[config.mk]
export PLATFORM = sky130hd
export DESIGN_NAME = traffic_sensor_conditioner
export DESIGN_NICKNAME = d
export VERILOG_FILES = /design/src/rtl/traffic_sensor_conditioner.sv
export SDC_FILE = /design/constraint.sdc
export NUM_CORES = 1
export LEC_CHECK = 0
export CELL_PAD_IN_SITES_DETAIL_PLACEMENT = 0
export CELL_PAD_IN_SITES_GLOBAL_PLACEMENT = 2
export CORE_MARGIN = 2
export CORE_UTILIZATION = 37
export CTS_CLUSTER_DIAMETER = 60
export DETAILED_ROUTE_END_ITERATION = 10
export PLACE_DENSITY = 0.82
export REMOVE_ABC_BUFFERS = 1
export SKIP_CTS_REPAIR_TIMING = 1
export SYNTH_ARGS = -nofsm -noshare
export SYNTH_HDL_FRONTEND = slang
export SYNTH_SLANG_ARGS = --single-unit
[constraint.sdc]
create_clock -name clock -period 3.5 [get_ports clock]
set_input_delay 0.35 -clock clock [delete_from_list [all_inputs] [get_ports clock]]
set_output_delay 0.35 -clock clock [all_outputs]
set_load 0.02 [all_outputs]
[src/rtl/traffic_sensor_conditioner.sv]
// Vehicle-detector conditioning: each raw input is synchronized, debounced and
// stretched by a hold window into a clean presence flag, with a saturating arrival count.

module traffic_sensor_channel #(
  parameter int DEBOUNCE    = 4,
  parameter int HOLD        = 8,
  parameter int COUNT_WIDTH = 8
) (
  input  logic                   clock,
  input  logic                   reset,
  input  logic                   raw,
  input  logic                   clear_counts,
  output logic                   present,
  output logic [COUNT_WIDTH-1:0] count
);

  localparam int TMAX = (DEBOUNCE > HOLD) ? DEBOUNCE : HOLD;
  localparam int TW   = $clog2(TMAX + 1);
  localparam logic [TW-1:0] DEB_LAST  = TW'(DEBOUNCE - 1);
  localparam logic [TW-1:0] HOLD_LAST = TW'(HOLD - 1);

  typedef enum logic [4:0] {
    IDLE    = 5'b00001,
    ARM     = 5'b00010,
    PRESENT = 5'b00100,
    RELEASE = 5'b01000,
    HOLD_ST = 5'b10000
  } state_e;

  state_e                 state_q, state_d;
  logic [1:0]             sync_q, sync_d;
  logic [TW-1:0]          timer_q, timer_d;
  logic [COUNT_WIDTH-1:0] count_q, count_d;
  logic                   present_q, present_d;
  logic                   inc;
  logic                   s;

  assign s = sync_q[1];

  always_comb begin
    // NOTE: every combinational output gets a default first so no path can infer a latch.
    sync_d  = {sync_q[0], raw};
    state_d = state_q;
    timer_d = timer_q;
    inc     = 1'b0;
    unique case (state_q)
      IDLE: if (s) begin
        state_d = ARM;
        timer_d = '0;
      end
      ARM: begin
        if (!s)                        state_d = IDLE;
        else if (timer_q == DEB_LAST) begin
          state_d = PRESENT;
          inc     = 1'b1;
        end else                       timer_d = timer_q + 1'b1;
      end
      PRESENT: if (!s) begin
        state_d = RELEASE;
        timer_d = '0;
      end
      RELEASE: begin
        if (s)                         state_d = PRESENT;
        else if (timer_q == DEB_LAST) begin
          state_d = HOLD_ST;
          timer_d = '0;
        end else                       timer_d = timer_q + 1'b1;
      end
      HOLD_ST: begin
        // Return within the hold window is the same platoon: no new count.
        if (s)                         state_d = PRESENT;
        else if (timer_q == HOLD_LAST) state_d = IDLE;
        else                           timer_d = timer_q + 1'b1;
      end
      default: state_d = IDLE;
    endcase

    present_d = (state_d == PRESENT) || (state_d == RELEASE) || (state_d == HOLD_ST);

    count_d = count_q;
    if (clear_counts)                count_d = '0;
    else if (inc && (count_q != '1)) count_d = count_q + 1'b1;
  end

  always_ff @(posedge clock) begin
    // NOTE: sequential state uses non-blocking assignments so every flop samples pre-edge values.
    if (reset) begin
      sync_q    <= '0;
      state_q   <= IDLE;
      timer_q   <= '0;
      count_q   <= '0;
      present_q <= 1'b0;
    end else begin
      sync_q    <= sync_d;
      state_q   <= state_d;
      timer_q   <= timer_d;
      count_q   <= count_d;
      present_q <= present_d;
    end
  end

  assign present = present_q;
  assign count   = count_q;

endmodule

module traffic_sensor_conditioner #(
  parameter int DEBOUNCE    = 4,
  parameter int HOLD        = 8,
  parameter int COUNT_WIDTH = 8
) (
  input  logic                   clock,
  input  logic                   reset,
  input  logic                   raw_a,
  input  logic                   raw_b,
  input  logic                   clear_counts,
  output logic                   TA,
  output logic                   TB,
  output logic [COUNT_WIDTH-1:0] count_a,
  output logic [COUNT_WIDTH-1:0] count_b
);

  traffic_sensor_channel #(
    .DEBOUNCE(DEBOUNCE), .HOLD(HOLD), .COUNT_WIDTH(COUNT_WIDTH)
  ) u_chan_a (
    .clock(clock), .reset(reset), .raw(raw_a), .clear_counts(clear_counts),
    .present(TA), .count(count_a)
  );

  traffic_sensor_channel #(
    .DEBOUNCE(DEBOUNCE), .HOLD(HOLD), .COUNT_WIDTH(COUNT_WIDTH)
  ) u_chan_b (
    .clock(clock), .reset(reset), .raw(raw_b), .clear_counts(clear_counts),
    .present(TB), .count(count_b)
  );

endmodule

## Word-level counts from Yosys, hierarchy flattened

Index checks and enable logic that the tools add are counted.

- Register bits after elaboration: 40
- Input bits: 5
- Output and inout bits: 18
- Logic and storage cells: 103

- $add $sub $neg: 4
- Equality and inequality tests: 36
- Muxes and demuxes: 42
- Reduce and logical (&&, ||, !) cells: 11

Operator list:

| kind | number |
|---|---|
| $mux W5 | 16 |
| $mux W4 | 16 |
| $pmux W5 S5 | 2 |
| $pmux W4 S5 | 2 |
| $eq A5 B3 Y1 const B | 4 |
| $eq A5 B4 Y1 const B | 4 |
| $eq A5 B5 Y1 const B | 4 |
| $ne A2 B2 Y1 const B | 10 |
| $add A8 B1 Y8 const B | 2 |
| $ne A8 B8 Y1 const B | 2 |
| $reduce_and A8 Y1 | 2 |
| $eq A5 B1 Y1 const B | 2 |
| $eq A5 B2 Y1 const B | 2 |
| $reduce_bool A5 Y1 | 2 |
| $add A4 B1 Y4 const B | 2 |
| $eq A4 B2 Y1 const B | 2 |
| $eq A4 B3 Y1 const B | 2 |
| $ne A2 B1 Y1 const B | 4 |
| $mux W1 | 6 |
| $logic_or A1 B1 Y1 | 4 |
| $logic_and A1 B1 Y1 | 2 |
| $reduce_or A2 Y1 | 1 |

## Logic depth before layout (Yosys ltp)

Gate-level depths: netlist of run 1.

- Depth after elaboration: 7
- Depth in mapped cells: 7

## Modules after synthesis

Synthesis of run 1 repeated with hierarchy kept, for this count alone.

- Cells, all modules: 275
- Area total of the unflattened synthesis: 2354.8 µm²

Modules (own cells, without submodules):

| module | times used | cells each | area an instance (µm²) | sequential area each (µm²) |
|---|---|---|---|---|
| traffic_sensor_channel at u_chan_b | 1 | 142 | 1192.4 | 400.4 |
| traffic_sensor_channel at u_chan_a | 1 | 133 | 1162.4 | 400.4 |

## Worst setup path before layout of run 1

No wires, ideal clock.

- Path kind: flip-flop to flip-flop
- Start point: register u_chan_b.timer_q[0]
- End point: register u_chan_b.timer_q[2]
- Setup time: 131 ps
- Data arrival time: 1772 ps
- Slack: 1597 ps
- Stages on the path, launching flop included: 7
- Buffers on the path: 0
- Path through: dfxtp_1 ha_1 or3b_1 a211oi_1 nor2_1 a2111oi_0 o32ai_1

- Word-level cells in the longest chain between the ends: 4
- Elaborated cells between the ends (all ways): 13
- Those cells by class: 1 x add/sub; 4 x eq/ne; 7 x mux; 1 x reduce/logical

RTL lines:

| element | RTL line | source |
|---|---|---|
| start: declaration | 32 | `logic [TW-1:0] timer_q, timer_d;` |
| start signal: assignment | 96 | `timer_q <= timer_d;` |
| $add A4 B1 Y4 or $eq A4 B2 Y1 (tied branches) | -- |  |
| $mux W4, on equally long branches | 72, 53, 64 |  |
| $mux W4, on equally long branches | 71, 52, 63 |  |
| $pmux W4 S5 | 46 | `unique case (state_q)` |

Parallel ways exist; a longest one is shown, timed or not. The select of a mux whose other input is x is not followed.
A chain may end at the register's enable or synchronous reset.

## Worst setup path in the final report of run 1

Ends and elaborated chain as after synthesis.

==> results of run 1 <==
==> worst max-delay path, cell delays in order (launching register included) <==
cell and delay, ps:
dfxtp_1 380, ha_1 240, or3b_1 380, a211oi_1 280, nor2_1 170, a2111oi_0 420, o32ai_1 130
==> cells in the mapped netlist, types with 2 or more instances <==
master | count | area (um2)
dfxtp_1 | 40 | 801
nor2_1 | 36 | 135
nand2_1 | 20 | 75.1
xnor2_1 | 16 | 140
nor4_1 | 13 | 81.3
nand3_1 | 12 | 60.1
o21ai_0 | 11 | 55.1
a21oi_1 | 8 | 40.0
nor2b_1 | 8 | 50.1
clkbuf_1 | 7 | 26.3
inv_1 | 7 | 26.3
buf_2 | 6 | 30.0
nand4_1 | 6 | 37.5
nand2b_1 | 5 | 31.3
nor3_1 | 5 | 25.0
ha_1 | 4 | 50.1
xor2_1 | 4 | 35.0
and3_1 | 3 | 18.8
mux2i_1 | 3 | 30.0
nor3b_1 | 3 | 22.5
nor3b_2 | 3 | 37.5
nor4b_1 | 3 | 26.3
or2_2 | 3 | 18.8
a2111oi_0 | 2 | 17.5
a211o_1 | 2 | 17.5
a211oi_1 | 2 | 15.0
a22oi_1 | 2 | 15.0
a32o_1 | 2 | 20.0
and3b_1 | 2 | 17.5
mux2_2 | 2 | 22.5
o2111ai_1 | 2 | 17.5
o21ai_1 | 2 | 10.0
==> sequential cells by signal, indices dropped and copies added, names as in the netlist <==
register          flops
u_chan_b.count        8
u_chan_a.sync_q       2
u_chan_b.state_q      5
u_chan_b.sync_q       2
u_chan_a.present      1
u_chan_a.state_q      5
u_chan_b.present      1
u_chan_a.count        8
u_chan_a.timer_q      4
u_chan_b.timer_q      4
==> area by class of cell <==
type / instances / area [um2]
Tap cell: 75 / 93.8
Sequential cell: 40 / 801
Multi-Input combinational cell: 209 / 1360
Timing Repair Buffer: 23 / 228
Clock buffer: 5 / 68.8
Fill cell: 605 / 3280
Clock inverter: 2 / 60.1
Inverter: 8 / 30.0
==> per-layer routing <==
layer  global-route usage [%]  share of wire, %  up-vias  wire, um
met4                     5.33               1.1        0        53
met1                     20.8                50      919      2390
met5                        0                 0        -         0
met2                     24.8                46       27      2180
met3                     3.59               2.7        4       127
li1                         -                 -     1008         -
==> power by group through the flow <==
stage / registers (mW) / logic [mW] / clock network (mW)
6_report: 0.468 / 0.0633 / 0.439
5_1_grt: 0.470 / 0.0703 / 0.478
4_1_cts: 0.468 / 0.0636 / 0.460
3_5_place_dp: 0.479 / 0.0633 / 0
3_3_place_gp: 0.479 / 0.0650 / 0
2_1_floorplan: 0.479 / 0.0407 / 0
==> worst max-delay path by stage <==
stage | depth (start not counted) | start | endpoint | slack, ps
floorplan | 6 | u_chan_b.timer_q[0] | u_chan_b.timer_q[2] | 1600
global placement | 6 | u_chan_b.timer_q[0] | u_chan_b.timer_q[2] | 1410
detailed placement | 6 | u_chan_b.timer_q[0] | u_chan_b.timer_q[2] | 1400
CTS | 6 | u_chan_b.timer_q[0] | u_chan_b.timer_q[2] | 1380
global route | 6 | u_chan_b.timer_q[0] | u_chan_b.timer_q[2] | 1100
finish | 6 | u_chan_b.timer_q[0] | u_chan_b.timer_q[2] | 1390
==> kinds of logic after synthesis <==
group                      count (synthesis)  synth area share (%)
buffers and inverters                     23                  4.49
xor gates and xnor gates                  20                  7.75
AOI/OAI and AO/OA                         46                  14.5
and+or+nand+nor                          134                  33.3
adders and majority gates                  4                  2.21
DFF                                       40                  35.4
muxes                                      5                  2.33
==> per-stage QoR <==
stage / setup slack [ps] / utilization (%) / cells
6_report: 1390 / 44.6 / 362
5_1_grt: 1100 / 44.6 / 362
4_1_cts: 1380 / 44.6 / 362
3_5_place_dp: 1400 / 42.4 / 355
2_1_floorplan: 1600 / - / 257
3_3_place_gp: 1410 / 42.4 / 355
==> impl_metrics.tcl, run 1 <==
set metrics [dict create \
    drt-initial-drc-count 91 \
    hp-class "register to register" \
    ff2ff_setup_slack_ps 1390 \
    first_global_vias 1798 \
    diodes 0 \
    final_cell_mix "dfxtp_1, nor2_1, clkdlybuf4s50_1" \
    htreeDepth 2 \
    hold_depth 1 \
    cp_max_fo 5 \
    setup_tns_ps 0 \
    yosysSeqAreaShare_pct 35.4 \
    cellPowerDensity_nw_per_um2 368 \
    fp-row-count 28 \
    fp.coreArea_um2 5920 \
    synth_edf_count 0 \
    die_w_um 82.2 \
    worst_hold_slack_ps 437 \
    drt_wl_total_um 4750 \
    synth_area_um2 2260 \
    cts_sinks 40 \
    clkPwrFrac_pct 45.2 \
    drtPass1Iterations 4 \
    status "completed" \
    synth_cell_type_count 60 \
    rsz0062_at_grt "false" \
    start_util_pct 38.2 \
    cts_made_buffers 5 \
    synth_seq_cells 40 \
    vias 1958 \
    hold_violations 0 \
    drc_errors 0 \
    timing.final.crit_period_ps 2110 \
    startpoint_type "register" \
    synth.yosys.warnings 0 \
    p_seq_share_pct 48.3 \
    grt_first_pass_wirelength_um 8240 \
    p_comb_share_pct 6.5 \
    reg2reg_from "u_chan_b.timer_q[0]" \
    postSynthAreaPerCell_um2 8.31 \
    tightest_slew_ps 478 \
    r2r_end "u_chan_b.timer_q[2]" \
    io_pins 23 \
    worstPathArrival_ps 2280 \
    grt_max_degree 17 \
    async_reset_ff_share_pct 0 \
    reg2reg_depth 6 \
    ir_drop_mv 0.228 \
    placed_area_um2 2510 \
    period_share_pct 60.4 \
    mostFrequentLayoutCell "dfxtp_1" \
    port_buffers 22 \
    wire_per_inst_um 13.1 \
    drive_above_1_share_pct 7.67 \
    finalSetupViolations 0 \
    slew-limit-headroom_pct 68.0 \
    cts_tree "built" \
    final_nets 296 \
    worstHoldStart "u_chan_b.sync_q[0]" \
    finalClockSkew_ps 4.05 \
    gp_congestion 0.784 \
    cts.clk_slew.worst_paths_ps 80 \
    crit_type "register to register" \
    maxCapViolCount 0 \
    cp-end-kind "register" \
    dpl.hpwl_um 3420 \
    antenna_found_initial 0 \
    clock_latency_ps 280 \
    dieArea_um2 6750 \
    die_y_um 82.2 \
    via_per_inst 5.41 \
    fmaxAchievable_mhz 473 \
    slew_viol_final 0 \
    syn2layout_area_growth_pct 16.8 \
    grt_usage_pct 15.6 \
    p_leak_nw 0.858 \
    min_to "u_chan_b.sync_q[1]" \
    clockRootBuffer "clkbuf_8" \
    ctsLongestPathBuffers 2 \
    power.switching_mw 0.201 \
    grt_overflow_total 0 \
    total_power_mw 0.970 \
    switching_share_pct 20.7 \
    required_ps 3670 \
    internal-power_mw 0.769 \
    syn_inst 272 \
    synth_ff_type "dfxtp_1" \
    design_area_um2 2640 \
    ant_nets 0 \
]
(Power assumes the default switching activity.)
==> inputs of run 2 (changes only) <==
- CORE_UTILIZATION: 37 -> 31
- PLACE_DENSITY: 0.82 -> 0.73
- clock period: 3.5 -> 1.7 ns (I/O delays scaled with it)
==> run 2 against run 1 <==
  * The run now ends with setup timing left
  * Die area rose by 18%
  * Sequential power rose by 100%
  * Clock skew rose by 6.9 ps
  * Combinational power rose to 3.4 times the previous value
  * Via count rose by 16%
  * Final area rose by 34%
  * Clock power rose by 80%
  * Worst hold slack got worse by 22 ps
  * Utilization rose by 5.1 points
==> impl_metrics.tcl, run 2 (synthesized netlist as in run 1, its figures left out) <==
set metrics [dict create \
    hold_violations 0 \
    slowest_delay_ps 550 \
    antenna_found_initial 0 \
    clock_latency_ps 300 \
    ctsLongestPathBuffers 2 \
    io_pins 23 \
    diodes 0 \
    setup_tns_ps -638 \
    switching_share_pct 24.0 \
    clkPwrFrac_pct 40.3 \
    cp-end-kind "register" \
    die_w_um 89.4 \
    cts_tree "built" \
    gp_congestion 0.812 \
    fp.coreArea_um2 7140 \
    via_per_inst 4.99 \
    grt_max_degree 17 \
    final_cell_mix "buf_4, nor2_1, dfxtp_1" \
    fmaxAchievable_mhz 526 \
    multi_input_area_um2 1670 \
    crit_type "register to register" \
    grt_usage_pct 15.4 \
    cp_max_fo 4 \
    rsz0062_at_grt "true" \
    maxCapViolCount 0 \
    status "finished, violations left" \
    clockRootBuffer "clkbuf_8" \
    final_nets 366 \
    wire_per_inst_um 13.7 \
    required_ps 1940 \
    vias 2280 \
    drt_wl_total_um 6270 \
    seq_area_um2 820 \
    drtPass1Iterations 4 \
    syn2layout_area_growth_pct 57.0 \
    nFillCells 718 \
    utilization_pct 49.7 \
    p_comb_share_pct 11.1 \
    path_cells "ha_4 > buf_6 > and3b_2 > a22oi_2 > o22ai_2 > or4b_4 > a21oi_2" \
    power.switching_mw 0.472 \
    timing.final.crit_period_ps 1900 \
    worst_slack_ps -202 \
    grt_overflow_total 0 \
    finalClockSkew_ps 10.9 \
    ir_drop_mv 0.277 \
    port_buffers 22 \
    drt-initial-drc-count 73 \
    dieArea_um2 7990 \
    grt_first_pass_wirelength_um 9560 \
    internal-power_mw 1.49 \
    drc_errors 0 \
    cts_made_buffers 5 \
    violations "setup timing" \
    mostFrequentLayoutCell "buf_4" \
    path_delay_family "simple AND/OR/NAND/NOR gates" \
    cts.clk_slew.worst_paths_ps 80 \
    dpl.hpwl_um 4280 \
    htreeDepth 2 \
    die_y_um 89.4 \
    hp-class "input pin to register" \
    tightest_slew_ps 432 \
    cts_sinks 40 \
    slew-limit-headroom_pct 70.8 \
    startpoint_type "register" \
    cp_slowest_cell "or4b_4" \
    start_util_pct 31.7 \
    cellPowerDensity_nw_per_um2 554 \
    first_global_vias 2065 \
    p_leak_nw 1.25 \
    slew_viol_final 0 \
    fp-row-count 31 \
    critPathBufInv 1 \
    drive_above_1_share_pct 39.7 \
    worst_hold_slack_ps 415 \
    ant_nets 0 \
    finalSetupViolations 8 \
    p_seq_share_pct 48.6 \
    worstPathArrival_ps 2140 \
    period_share_pct 112 \
]
run 2: cell types whose count changed in the layout (fill, tap and decap cells not counted), sizes merged:
cell,before,now
buf,1,70
bufinv,2,1
clkbuf,5,7
clkinv,1,2
run 2: worst paths after layout:
| path | startpoint | to | slack, ps | cells after the start |
|---|---|---|---|---|
| worst max-delay path | u_chan_a.timer_q[0] | u_chan_a.timer_q[0] | -200 | 7 |
| worst min-delay path | raw_b | u_chan_b.sync_q[0] | 420 | 2 |
| worst max register to register | u_chan_a.timer_q[0] | u_chan_a.timer_q[0] | -200 | 7 |
| worst min register to register | u_chan_b.sync_q[0] | u_chan_b.sync_q[1] | 450 | 1 |
run 2: through the flow:
step	total power [mW]	setup slack, ps	std cells	cell area (um2)
final	1.96	-202	457	3550
after global routing	2.05	-286	457	3550
after detailed placement	1.16	-279	440	3000
after CTS	1.96	-300	448	3110
after global placement	1.16	-237	440	3000
after floorplan	1.07	-201	257	2190
run 2: area by class of cell:
cell class / count / share of cell area [%]
Inverter: 8 / 0.847
Sequential cell: 40 / 23.1
Tap cell: 99 / 3.49
Timing Repair Buffer: 93 / 22.5
Clock inverter: 2 / 0.988
Multi-Input combinational cell: 209 / 47.1
Clock buffer: 6 / 2.05
run 2: metal layers:
metal | global-route usage [%] | vias up | wire length, um
met5 | 0 | - | 0
met4 | 4.61 | 0 | 63
met3 | 3.60 | 7 | 192
met2 | 24.0 | 41 | 3060
met1 | 21.1 | 1088 | 2960
li1 | - | 1144 | -
run 2: power groups by stage:
stage	sequential [mW]	combinational, mW	clock (mW)
after floorplan	0.986	0.0837	0
after global placement	0.981	0.184	0
after detailed placement	0.980	0.183	0
after CTS	0.958	0.183	0.817
after global routing	0.958	0.236	0.856
final	0.955	0.217	0.792
==> inputs of run 3 (changes only) <==
- CORE_MARGIN: 2 -> 5
==> run 3 against run 2 <==
  * The run still ends with setup timing left
  * Final area is 3.8% lower
  * Sequential cell count stayed put
  * Sequential power is 0.4% higher
  * Register-to-register slack better by 40 ps
  * Clock-buffer cell count is 1 lower
==> impl_metrics.tcl, run 3 (synthesized netlist as in run 1, its figures left out) <==
set metrics [dict create \
    status "finished, violations left" \
    violations "setup timing" \
    rsz0062_at_grt "true" \
    cellPowerDensity_nw_per_um2 578 \
    timing.final.crit_period_ps 1860 \
    io_pins 23 \
    period_share_pct 110 \
    diodes 0 \
    port_buffers 22 \
    ir_drop_mv 0.337 \
    switching_share_pct 24.4 \
    clockRootBuffer "clkbuf_8" \
    utilization_pct 47.5 \
    required_ps 1880 \
    drc_errors 0 \
    worst_slack_ps -162 \
    p_leak_nw 1.16 \
    dpl.hpwl_um 4160 \
    start_util_pct 31.5 \
    p_seq_share_pct 48.6 \
    dp.cells 435 \
    htreeDepth 2 \
    dieArea_um2 9100 \
    fp.coreArea_um2 7180 \
    drtPass1Iterations 4 \
    cts_sinks 40 \
    gp_congestion 0.857 \
    setup_tns_ps -475 \
    hp-class "input pin to register" \
    p_comb_share_pct 10.1 \
    drt_wl_total_um 5920 \
    wire_per_inst_um 13.3 \
    slew_viol_final 0 \
    slew-limit-headroom_pct 74.1 \
    hold_violations 0 \
    worst_hold_slack_ps 418 \
    cts_tree "built" \
    antenna_found_initial 0 \
    cts_made_buffers 5 \
    die_y_um 95.4 \
    final_cell_mix "buf_4, nor2_1, dfxtp_1" \
    syn2layout_area_growth_pct 50.9 \
    power.switching_mw 0.482 \
    die_w_um 95.4 \
    finalSetupViolations 8 \
    drt-initial-drc-count 101 \
    maxCapViolCount 0 \
    via_per_inst 4.93 \
    tightest_slew_ps 379 \
    crit_type "register to register" \
    mostFrequentLayoutCell "buf_4" \
    cts.clk_slew.worst_paths_ps 90 \
    grt_overflow_total 0 \
    cp-end-kind "register" \
    first_global_vias 2074 \
    clkPwrFrac_pct 41.3 \
    fmaxAchievable_mhz 537 \
    grt_max_degree 20 \
    finalClockSkew_ps 13.5 \
    worstPathArrival_ps 2040 \
    final_nets 353 \
    grt_usage_pct 13.1 \
    fp-row-count 31 \
    total_power_mw 1.97 \
    grt_first_pass_wirelength_um 9500 \
    internal-power_mw 1.49 \
    startpoint_type "register" \
    clock_latency_ps 300 \
    ctsLongestPathBuffers 2 \
    cp_max_fo 4 \
    vias 2189 \
    fin_cells 444 \
    ant_nets 0 \
    drive_above_1_share_pct 35.4 \
]
## run 3: cell count changes in the layout (fill, tap and decap cells not counted), moves of 3 or more
cell / previous run / this run
buf_4: 64 / 55
buf_6: 5 / 2
dfxtp_2: 6 / 10
nor2_1: 31 / 36
nor2_2: 4 / 0
## run 3: worst max-delay path, stage by stage (launching register included)
cell and delay, ps:
dfxtp_2 360, ha_4 140, or3b_1 390, a211oi_2 250, nor2_1 110, a2111oi_2 370, o32ai_1 110
## run 3: area by class of cell
cell class,instances,area (um2)
fillers,704,3760
repair buffers,80,676
clock inverters,3,47.5
clock buffers,5,68.8
inverters,8,30.0
well taps,99,124
multi-input cells,209,1650
flip-flops and latches,40,817
## run 3: stage by stage
stage	instance area [um2]	setup slack (ps)
after global placement	2970	-191
after floorplan	2190	-201
after global routing	3410	-254
final	3410	-162
after detailed placement	2970	-282
after CTS	3090	-297
## run 3: worst paths after layout
check                      start                  end  slack (ps)  depth (start not counted)
min reg2reg   u_chan_a.sync_q[0]   u_chan_a.sync_q[1]         450                          1
max reg2reg  u_chan_b.timer_q[0]  u_chan_b.timer_q[2]        -160                          6
max          u_chan_b.timer_q[0]  u_chan_b.timer_q[2]        -160                          6
min                        raw_b   u_chan_b.sync_q[0]         420                          2
## run 3: metal layers
layer,vias to the layer above,global-route usage [%],share of wire (%)
met1,1026,17.8,48
met4,0,3.55,0.54
met5,-,0,0
met3,2,3.24,3.9
met2,38,20.6,47
li1,1123,-,-
## run 3: power by group through the flow
stage	clock [mW]	combinational [mW]	sequential (mW)
final	0.814	0.200	0.959
after global routing	0.886	0.215	0.961
after CTS	0.844	0.177	0.959
after detailed placement	0	0.177	0.981
after global placement	0	0.179	0.981
after floorplan	0	0.0837	0.986
